==> src/rtl/systolic_pkg.sv <==
// Shared types and sizing helpers for the systolic MAC array sequencer.
// Contents:
//   state_e    - sequencer FSM states
//   calc_kw    - width of k_len for a given K_MAX
//   calc_aw    - operand buffer address width for a given K_MAX
//   calc_fw    - feed counter width, must hold K_MAX+N-2
//   calc_pw    - drain/output phase counter width
//   drain_len  - number of drain cycles (N + DRAIN_EXTRA)
package systolic_pkg;

  typedef enum logic [2:0] {
    StIdle,
    StClear,
    StFeed,
    StDrain,
    StOut,
    StDone
  } state_e;

  function automatic int unsigned calc_kw(int unsigned k_max);
    return $clog2(k_max + 1);
  endfunction

  function automatic int unsigned calc_aw(int unsigned k_max);
    return (k_max > 1) ? $clog2(k_max) : 1;
  endfunction

  function automatic int unsigned calc_fw(int unsigned n, int unsigned k_max);
    int unsigned w;
    w = $clog2(k_max + n - 1);
    return (w > 0) ? w : 1;
  endfunction

  function automatic int unsigned drain_len(int unsigned n, int unsigned extra);
    return n + extra;
  endfunction

  // Phase counter covers both DRAIN and OUT; DRAIN is never shorter than OUT.
  function automatic int unsigned calc_pw(int unsigned n, int unsigned extra);
    int unsigned w;
    w = $clog2(drain_len(n, extra));
    return (w > 0) ? w : 1;
  endfunction

endpackage

==> src/rtl/systolic_skew_gen.sv <==
// Skewed operand-read generator for the systolic array.
// Row i (and the matching column) is fed k_reg consecutive operands starting
// i cycles after the first feed cycle.
// Ports:
//   clk, reset - clock, asynchronous active-low reset
//   feed_en    - next cycle is a FEED cycle
//   feed_cnt   - feed counter value for the next cycle
//   k_reg      - latched reduction depth
//   row_en     - registered per-row operand valid
//   rd_addr    - registered packed per-row read address (slice i = row i)
module systolic_skew_gen
  import systolic_pkg::*;
#(
  parameter int unsigned N  = 4,
  parameter int unsigned KW = 7,
  parameter int unsigned AW = 6,
  parameter int unsigned FW = 7
) (
  input  logic            clk,
  input  logic            reset,
  input  logic            feed_en,
  input  logic [FW-1:0]   feed_cnt,
  input  logic [KW-1:0]   k_reg,
  output logic [N-1:0]    row_en,
  output logic [N*AW-1:0] rd_addr
);

  // One spare bit so feed_cnt - i going negative shows up in the MSB.
  localparam int unsigned EW = ((FW > KW) ? FW : KW) + 1;

  logic [N-1:0]    row_en_d;
  logic [N*AW-1:0] rd_addr_d;
  logic [EW-1:0]   cnt_w;

  assign cnt_w = EW'(feed_cnt);

  for (genvar i = 0; i < N; i++) begin : g_row
    localparam logic [EW-1:0] Idx = EW'(i);
    logic [EW-1:0] diff;
    logic          hit;

    // i <= feed_cnt <= i+k_reg-1  <=>  0 <= feed_cnt-i < k_reg
    assign diff = cnt_w - Idx;
    assign hit  = feed_en && !diff[EW-1] && (diff < EW'(k_reg));

    assign row_en_d[i]          = hit;
    assign rd_addr_d[i*AW +: AW] = hit ? AW'(diff) : '0;
  end

  always_ff @(posedge clk or negedge reset) begin
    if (!reset) begin
      row_en  <= '0;
      rd_addr <= '0;
    end else begin
      row_en  <= row_en_d;
      rd_addr <= rd_addr_d;
    end
  end

endmodule

==> src/rtl/systolic_seq_ctrl.sv <==
// Sequencer for the N x N systolic MAC array.
// Start -> clear accumulators -> skewed feed for k_len steps -> drain ->
// row-by-row result capture -> done pulse. All outputs are registered and
// decoded from the next state so they line up with their state cycle.
// Ports:
//   clk, reset  - clock, asynchronous active-low reset
//   start       - request a multiply (IDLE only); k_len latched on accept
//   k_len       - reduction depth, valid range 1..K_MAX
//   abort       - synchronous abort, returns to IDLE silently
//   busy        - high in every state except IDLE
//   arr_clr     - accumulator clear (CLEAR state)
//   arr_en      - MAC enable (FEED and DRAIN)
//   row_en      - per-row/column operand valid
//   rd_addr     - packed per-row operand address
//   res_valid   - result row capture strobe
//   res_row     - row being captured
//   done        - one-cycle completion pulse
//   err         - one-cycle pulse with done when k_len is out of range
module systolic_seq_ctrl
  import systolic_pkg::*;
#(
  parameter int unsigned N           = 4,
  parameter int unsigned K_MAX       = 64,
  parameter int unsigned DRAIN_EXTRA = 0,
  parameter int unsigned KW          = calc_kw(K_MAX),
  parameter int unsigned AW          = calc_aw(K_MAX),
  localparam int unsigned RW         = (N > 1) ? $clog2(N) : 1
) (
  input  logic            clk,
  input  logic            reset,
  input  logic            start,
  input  logic [KW-1:0]   k_len,
  input  logic            abort,
  output logic            busy,
  output logic            arr_clr,
  output logic            arr_en,
  output logic [N-1:0]    row_en,
  output logic [N*AW-1:0] rd_addr,
  output logic            res_valid,
  output logic [RW-1:0]   res_row,
  output logic            done,
  output logic            err
);

  localparam int unsigned FW = calc_fw(N, K_MAX);
  localparam int unsigned PW = calc_pw(N, DRAIN_EXTRA);
  localparam int unsigned DL = drain_len(N, DRAIN_EXTRA);

  state_e        state_q, state_d;
  logic [KW-1:0] k_reg_q, k_reg_d;
  logic [FW-1:0] feed_cnt_q, feed_cnt_d;
  logic [PW-1:0] ph_cnt_q, ph_cnt_d;
  logic          err_d;
  logic          k_ok;
  logic          feed_last;

  assign k_ok      = (k_len != '0) && (k_len <= KW'(K_MAX));
  // Modular arithmetic keeps this correct even when FW is narrower than KW.
  assign feed_last = (feed_cnt_q == FW'(k_reg_q) + FW'(N) - FW'(2));

  always_comb begin
    state_d    = state_q;
    k_reg_d    = k_reg_q;
    feed_cnt_d = feed_cnt_q;
    ph_cnt_d   = ph_cnt_q;
    err_d      = 1'b0;

    unique case (state_q)
      StIdle: begin
        // abort wins over start even in IDLE
        if (start && !abort) begin
          k_reg_d = k_len;
          if (k_ok) begin
            state_d = StClear;
          end else begin
            state_d = StDone;
            err_d   = 1'b1;
          end
        end
      end
      StClear: begin
        state_d    = StFeed;
        feed_cnt_d = '0;
      end
      StFeed: begin
        if (feed_last) begin
          state_d  = StDrain;
          ph_cnt_d = '0;
        end else begin
          feed_cnt_d = feed_cnt_q + FW'(1);
        end
      end
      StDrain: begin
        if (ph_cnt_q == PW'(DL - 1)) begin
          state_d  = StOut;
          ph_cnt_d = '0;
        end else begin
          ph_cnt_d = ph_cnt_q + PW'(1);
        end
      end
      StOut: begin
        if (ph_cnt_q == PW'(N - 1)) begin
          state_d  = StDone;
          ph_cnt_d = '0;
        end else begin
          ph_cnt_d = ph_cnt_q + PW'(1);
        end
      end
      StDone: begin
        state_d    = StIdle;
        feed_cnt_d = '0;
      end
      default: state_d = StIdle;
    endcase

    if (abort && (state_q != StIdle)) begin
      state_d    = StIdle;
      feed_cnt_d = '0;
      ph_cnt_d   = '0;
      err_d      = 1'b0;
    end
  end

  always_ff @(posedge clk or negedge reset) begin
    if (!reset) begin
      state_q    <= StIdle;
      k_reg_q    <= '0;
      feed_cnt_q <= '0;
      ph_cnt_q   <= '0;
      busy       <= 1'b0;
      arr_clr    <= 1'b0;
      arr_en     <= 1'b0;
      res_valid  <= 1'b0;
      res_row    <= '0;
      done       <= 1'b0;
      err        <= 1'b0;
    end else begin
      state_q    <= state_d;
      k_reg_q    <= k_reg_d;
      feed_cnt_q <= feed_cnt_d;
      ph_cnt_q   <= ph_cnt_d;
      busy       <= (state_d != StIdle);
      arr_clr    <= (state_d == StClear);
      arr_en     <= (state_d == StFeed) || (state_d == StDrain);
      res_valid  <= (state_d == StOut);
      res_row    <= (state_d == StOut) ? ph_cnt_d[RW-1:0] : '0;
      done       <= (state_d == StDone);
      err        <= err_d;
    end
  end

  // k_reg_q is already loaded by the time CLEAR hands over to FEED.
  systolic_skew_gen #(
    .N  (N),
    .KW (KW),
    .AW (AW),
    .FW (FW)
  ) u_skew_gen (
    .clk      (clk),
    .reset    (reset),
    .feed_en  (state_d == StFeed),
    .feed_cnt (feed_cnt_d),
    .k_reg    (k_reg_q),
    .row_en   (row_en),
    .rd_addr  (rd_addr)
  );

endmodule

==> config.mk <==
export PLATFORM = sky130hd
export DESIGN_NAME = systolic_seq_ctrl
export DESIGN_NICKNAME = d
export VERILOG_FILES = /design/src/rtl/systolic_pkg.sv /design/src/rtl/systolic_skew_gen.sv /design/src/rtl/systolic_seq_ctrl.sv
export SDC_FILE = /design/constraint.sdc
export NUM_CORES = 1
export LEC_CHECK = 0
export BUFFER_PORTS_ARGS = -buffer_cell sky130_fd_sc_hd__buf_2
export CAP_MARGIN = 40
export CORE_AREA = 2 2 90 92
export DETAILED_ROUTE_END_ITERATION = 7
export DIE_AREA = 0 0 92 94
export PLACE_DENSITY = 0.69
export SLEW_MARGIN = 0
export SYNTH_ARGS = -nofsm -noshare
export SYNTH_HDL_FRONTEND = slang
export SYNTH_HIERARCHICAL = 1
export SYNTH_SLANG_ARGS = --single-unit
==> constraint.sdc <==
create_clock -name clk -period 3.6 [get_ports clk]
set_input_delay 0.72 -clock clk [delete_from_list [all_inputs] [get_ports clk]]
set_output_delay 0.72 -clock clk [all_outputs]
set_load 0.005 [all_outputs]
==> results.txt <==
* Outcome: finished clean
* Static power due to leakage: 0.00219 µW
- Critical path peak fanout: 7
- The design draws 3060 µW.
- Top cells by area in the synthesized netlist: sky130_fd_sc_hd__dfrtp_1 (40%), sky130_fd_sc_hd__ha_1 (12%), sky130_fd_sc_hd__xnor2_1 (3.1%)
- Power Density: roughly 700 mW/mm²
- Warnings, synthesis: 6
- H-tree Lvls: 2
- Root buf cell: sky130_fd_sc_hd__clkbuf_8
- Std cell rows: 32
* Number of antenna violations at the first check in global routing: 0
- Data on the critical path is required at its endpoint by about 3800 ps.
* Gate Count Post-Synth: 320
* Number of clock buffers inserted by TritonCTS: 5
* Async set-reset flop share out of synthesis: 100%
* Core box area: 0.00761 mm²
* Die width: 92 µm
* Vias post-DR: 2641
* Avg Cell Area, Syn: 10.6 µm²
- Counting flops and latches in the post-synthesis netlist gives between 50 and 60.
- Cell with the most instances after synthesis: sky130_fd_sc_hd__dfrtp_1
* Number of buffer cells added on primary ports: 46
- Number of antenna repair diodes: 0
* Leading cell types by count after synthesis: sky130_fd_sc_hd__dfrtp_1 (55), sky130_fd_sc_hd__ha_1 (32), sky130_fd_sc_hd__nand2_1 (25)
- Dividing the detail-routed wire length by the instance count gives 16.1 µm.
- Residual DRC count: 0
- Share of cells above drive strength 1: ~43%
* Number of clock sinks seen by CTS: 55
- Count of endpoints failing hold in the final timing report: 0
* Final clock period utilization by the worst path: 97.8%
- Largest net degree at the start of global routing: 33
- The synthesized design devotes to its leading area cell type 40.5% of total area.
- Top cell type by total area after synthesis: sky130_fd_sc_hd__dfrtp_1
* Smallest hold slack: 447 ps
* Final antenna-violating net count: 0
- Dividing the detail-routed via count by the number of cells gives 5.21.
* Clock period minus worst slack: 3520 ps
- Worst-case clock skew: 8.64 ps
* Category of the worst setup path capture point: register
- The first global-routing pass estimated 12500 µm of wire.
- For this block, the routed nets add up to 8140 µm of wire.
- The path class of the tightest hold or removal check is in -> async.
* EDFF count, synth: 0
- The number of pins with negative max-slew slack in the final report is 0.
* NumNets Final: around 450
- STA classifies the critical path startpoint as a register.
* Register area share after synthesis: between 40% and 50%
- TritonCTS built the clock tree.
* Initial DRC count: ~140
- Clock-pin slew of the registers on the worst-case setup and hold paths: roughly 100 ps
- Setup violation total in the final timing report: 0
- In this run the vertical extent of the chip is 94 µm.
- Top FF cell, synth: sky130_fd_sc_hd__dfrtp_1
* Worst setup path category: reg -> reg
- In this run the count of I/O pins placed on the die edge is between 40 and 50.
- Routability-driven placement finished with a final weighted congestion of 0.860.
* Clock latency on the worst-skew pair: 310 ps
- At the pin with the least slew margin, the transition time is 708 ps.
- Overall Global Routing Usage: between 10% and 20%
* Total congestion overflow after global routing: 0
- Post-route core utilization: 58.7%
- Register area: 0.00138 mm²
- The worst pin sits at a relative slew slack of 52.8%.
* Count of fill cells added during filler insertion: 610
- The clock passes through at most 2 buffers.
- Number of global-route vias before repair: approximately 2600
* Setup repair after global routing missed its margin: yes
* Max-Cap Viols: 0
- The multi-input combinational cells in the finished layout cover a total of 0.00221 mm².
* VDD IR-drop max: 0.332 mV
- Die area: approximately 0.0086 mm²
* Effective utilization at floorplan: between 40 and 50%
* Post-synthesis cell area: around 0.0034 mm²
* Relative area change from synthesis to final layout: 31.2%
- Data arrival time of the critical path: 3700 ps
* Yosys cell types: 60
- The wire-length estimate of the detail-placed layout is 5540 µm.
- Post-Syn Nets: 363
* Max Fclk: 0.284 GHz
* Number of iterations in the first detailed-routing pass: 4
==> state kept, by name (all words and copies together), names as in the netlist <==
| register | flops |
|---|---|
| done | 1 |
| busy | 1 |
| arr_en | 1 |
| feed_cnt_q | 7 |
| u_skew_gen/row_en | 4 |
| ph_cnt_q | 2 |
| k_reg_q | 7 |
| u_skew_gen/rd_addr | 24 |
| res_row | 2 |
| err | 1 |
| res_valid | 1 |
| arr_clr | 1 |
| state_q | 3 |
==> final timing paths <==
| check | startpoint | endpoint | slack, ps | cells past startpoint |
|---|---|---|---|---|
| min | reset | arr_en | 450 | 1 |
| min reg2reg | k_reg_q[6] | k_reg_q[6] | 600 | 1 |
| max | k_reg_q[2] | u_skew_gen/rd_addr[11] | 80 | 15 |
| max in group asynchronous | reset | feed_cnt_q[1] | 2370 | 2 |
| min in group clk | k_reg_q[6] | k_reg_q[6] | 600 | 1 |
| max reg2reg | k_reg_q[2] | u_skew_gen/rd_addr[11] | 80 | 15 |
==> per-stage QoR <==
stage	setup WS (ps)	setup TNS [ps]	cell area, µm²	cells
after global placement	38.6	0	3910	480
after floorplan	9.31	0	3450	320
after global routing	-75.2	-838	4460	507
after CTS	4.64	0	4020	489
final	79.3	0	4460	507
after detailed placement	-82.8	-808	3910	480
==> critical path: stages (launching register included) <==
cell and delay (ps):
sky130_fd_sc_hd__dfrtp_1 420, sky130_fd_sc_hd__ha_4 260, sky130_fd_sc_hd__xor2_2 150, sky130_fd_sc_hd__nor3_2 230, sky130_fd_sc_hd__nand4_4 180, sky130_fd_sc_hd__o21bai_4 260
sky130_fd_sc_hd__mux2i_4 320, sky130_fd_sc_hd__inv_4 90, sky130_fd_sc_hd__ha_4 170, sky130_fd_sc_hd__a21boi_4 180, sky130_fd_sc_hd__nand2_2 90, sky130_fd_sc_hd__xnor2_2 150
sky130_fd_sc_hd__ha_1 330, sky130_fd_sc_hd__nand4_1 140, sky130_fd_sc_hd__o21ai_4 320, sky130_fd_sc_hd__nor3b_2 100
==> layout make-up <==
cell class              count  area share [%]
multi-input cells         234            49.6
flip-flops and latches     55            30.8
well taps                 102            2.86
inverters                  20            1.74
repair buffers             89            13.0
clock buffers               6            1.85
clock inverters             1           0.112
==> repair_timing <==
action	in CTS	in global routing
setup endpoints to repair	20	21
resized for setup	3	55
pin swaps	2	36
hold buffers	0	0
buffers inserted	2	18
==> kinds of logic (layout without fill, tap and decap cells) <==
| kind of cell | after synthesis | count (layout) | synth area share [%] |
|---|---|---|---|
| xor gates and xnor gates | 25 | 25 | 6.66 |
| muxes | 14 | 14 | 4.38 |
| and+or+nand+nor | 111 | 111 | 20.5 |
| AOI/OAI and AO/OA | 51 | 51 | 11.8 |
| adders and majority gates | 33 | 33 | 12.1 |
| buffers and inverters | 31 | 116 | 4.12 |
| DFF | 55 | 55 | 40.5 |
==> power breakdown <==
part	internal, µW	total, µW	switching, µW
Combinational	869	1900	1040
Clock	152	345	193
Sequential	718	812	94.8
Total	1740	3060	1320
==> per-layer routing <==
metal  GRT usage (%)  vias to the layer above  wire [µm]
li1                -                     1281          -
met1            24.5                     1290       3720
met2            30.5                       55       4010
met3            2.57                       15        283
met4            4.85                        0        127
met5               0                        -          0
==> cells in the final DEF (no fill, tap or decap), types with 6 or more instances in the layout <==
master and n:
sky130_fd_sc_hd__a21oi_1 6, sky130_fd_sc_hd__and2_1 7, sky130_fd_sc_hd__buf_2 46, sky130_fd_sc_hd__buf_4 38
sky130_fd_sc_hd__clkbuf_8 6, sky130_fd_sc_hd__dfrtp_1 55, sky130_fd_sc_hd__ha_1 25, sky130_fd_sc_hd__ha_4 6
sky130_fd_sc_hd__inv_1 17, sky130_fd_sc_hd__mux2_2 7, sky130_fd_sc_hd__nand2_1 21, sky130_fd_sc_hd__nand2b_1 9
sky130_fd_sc_hd__nand3_1 9, sky130_fd_sc_hd__nor2_1 12, sky130_fd_sc_hd__nor3_1 7, sky130_fd_sc_hd__nor3b_2 11
sky130_fd_sc_hd__xnor2_1 7, sky130_fd_sc_hd__xor2_1 10
No activity file was read; power rests on OpenSTA's default activity.
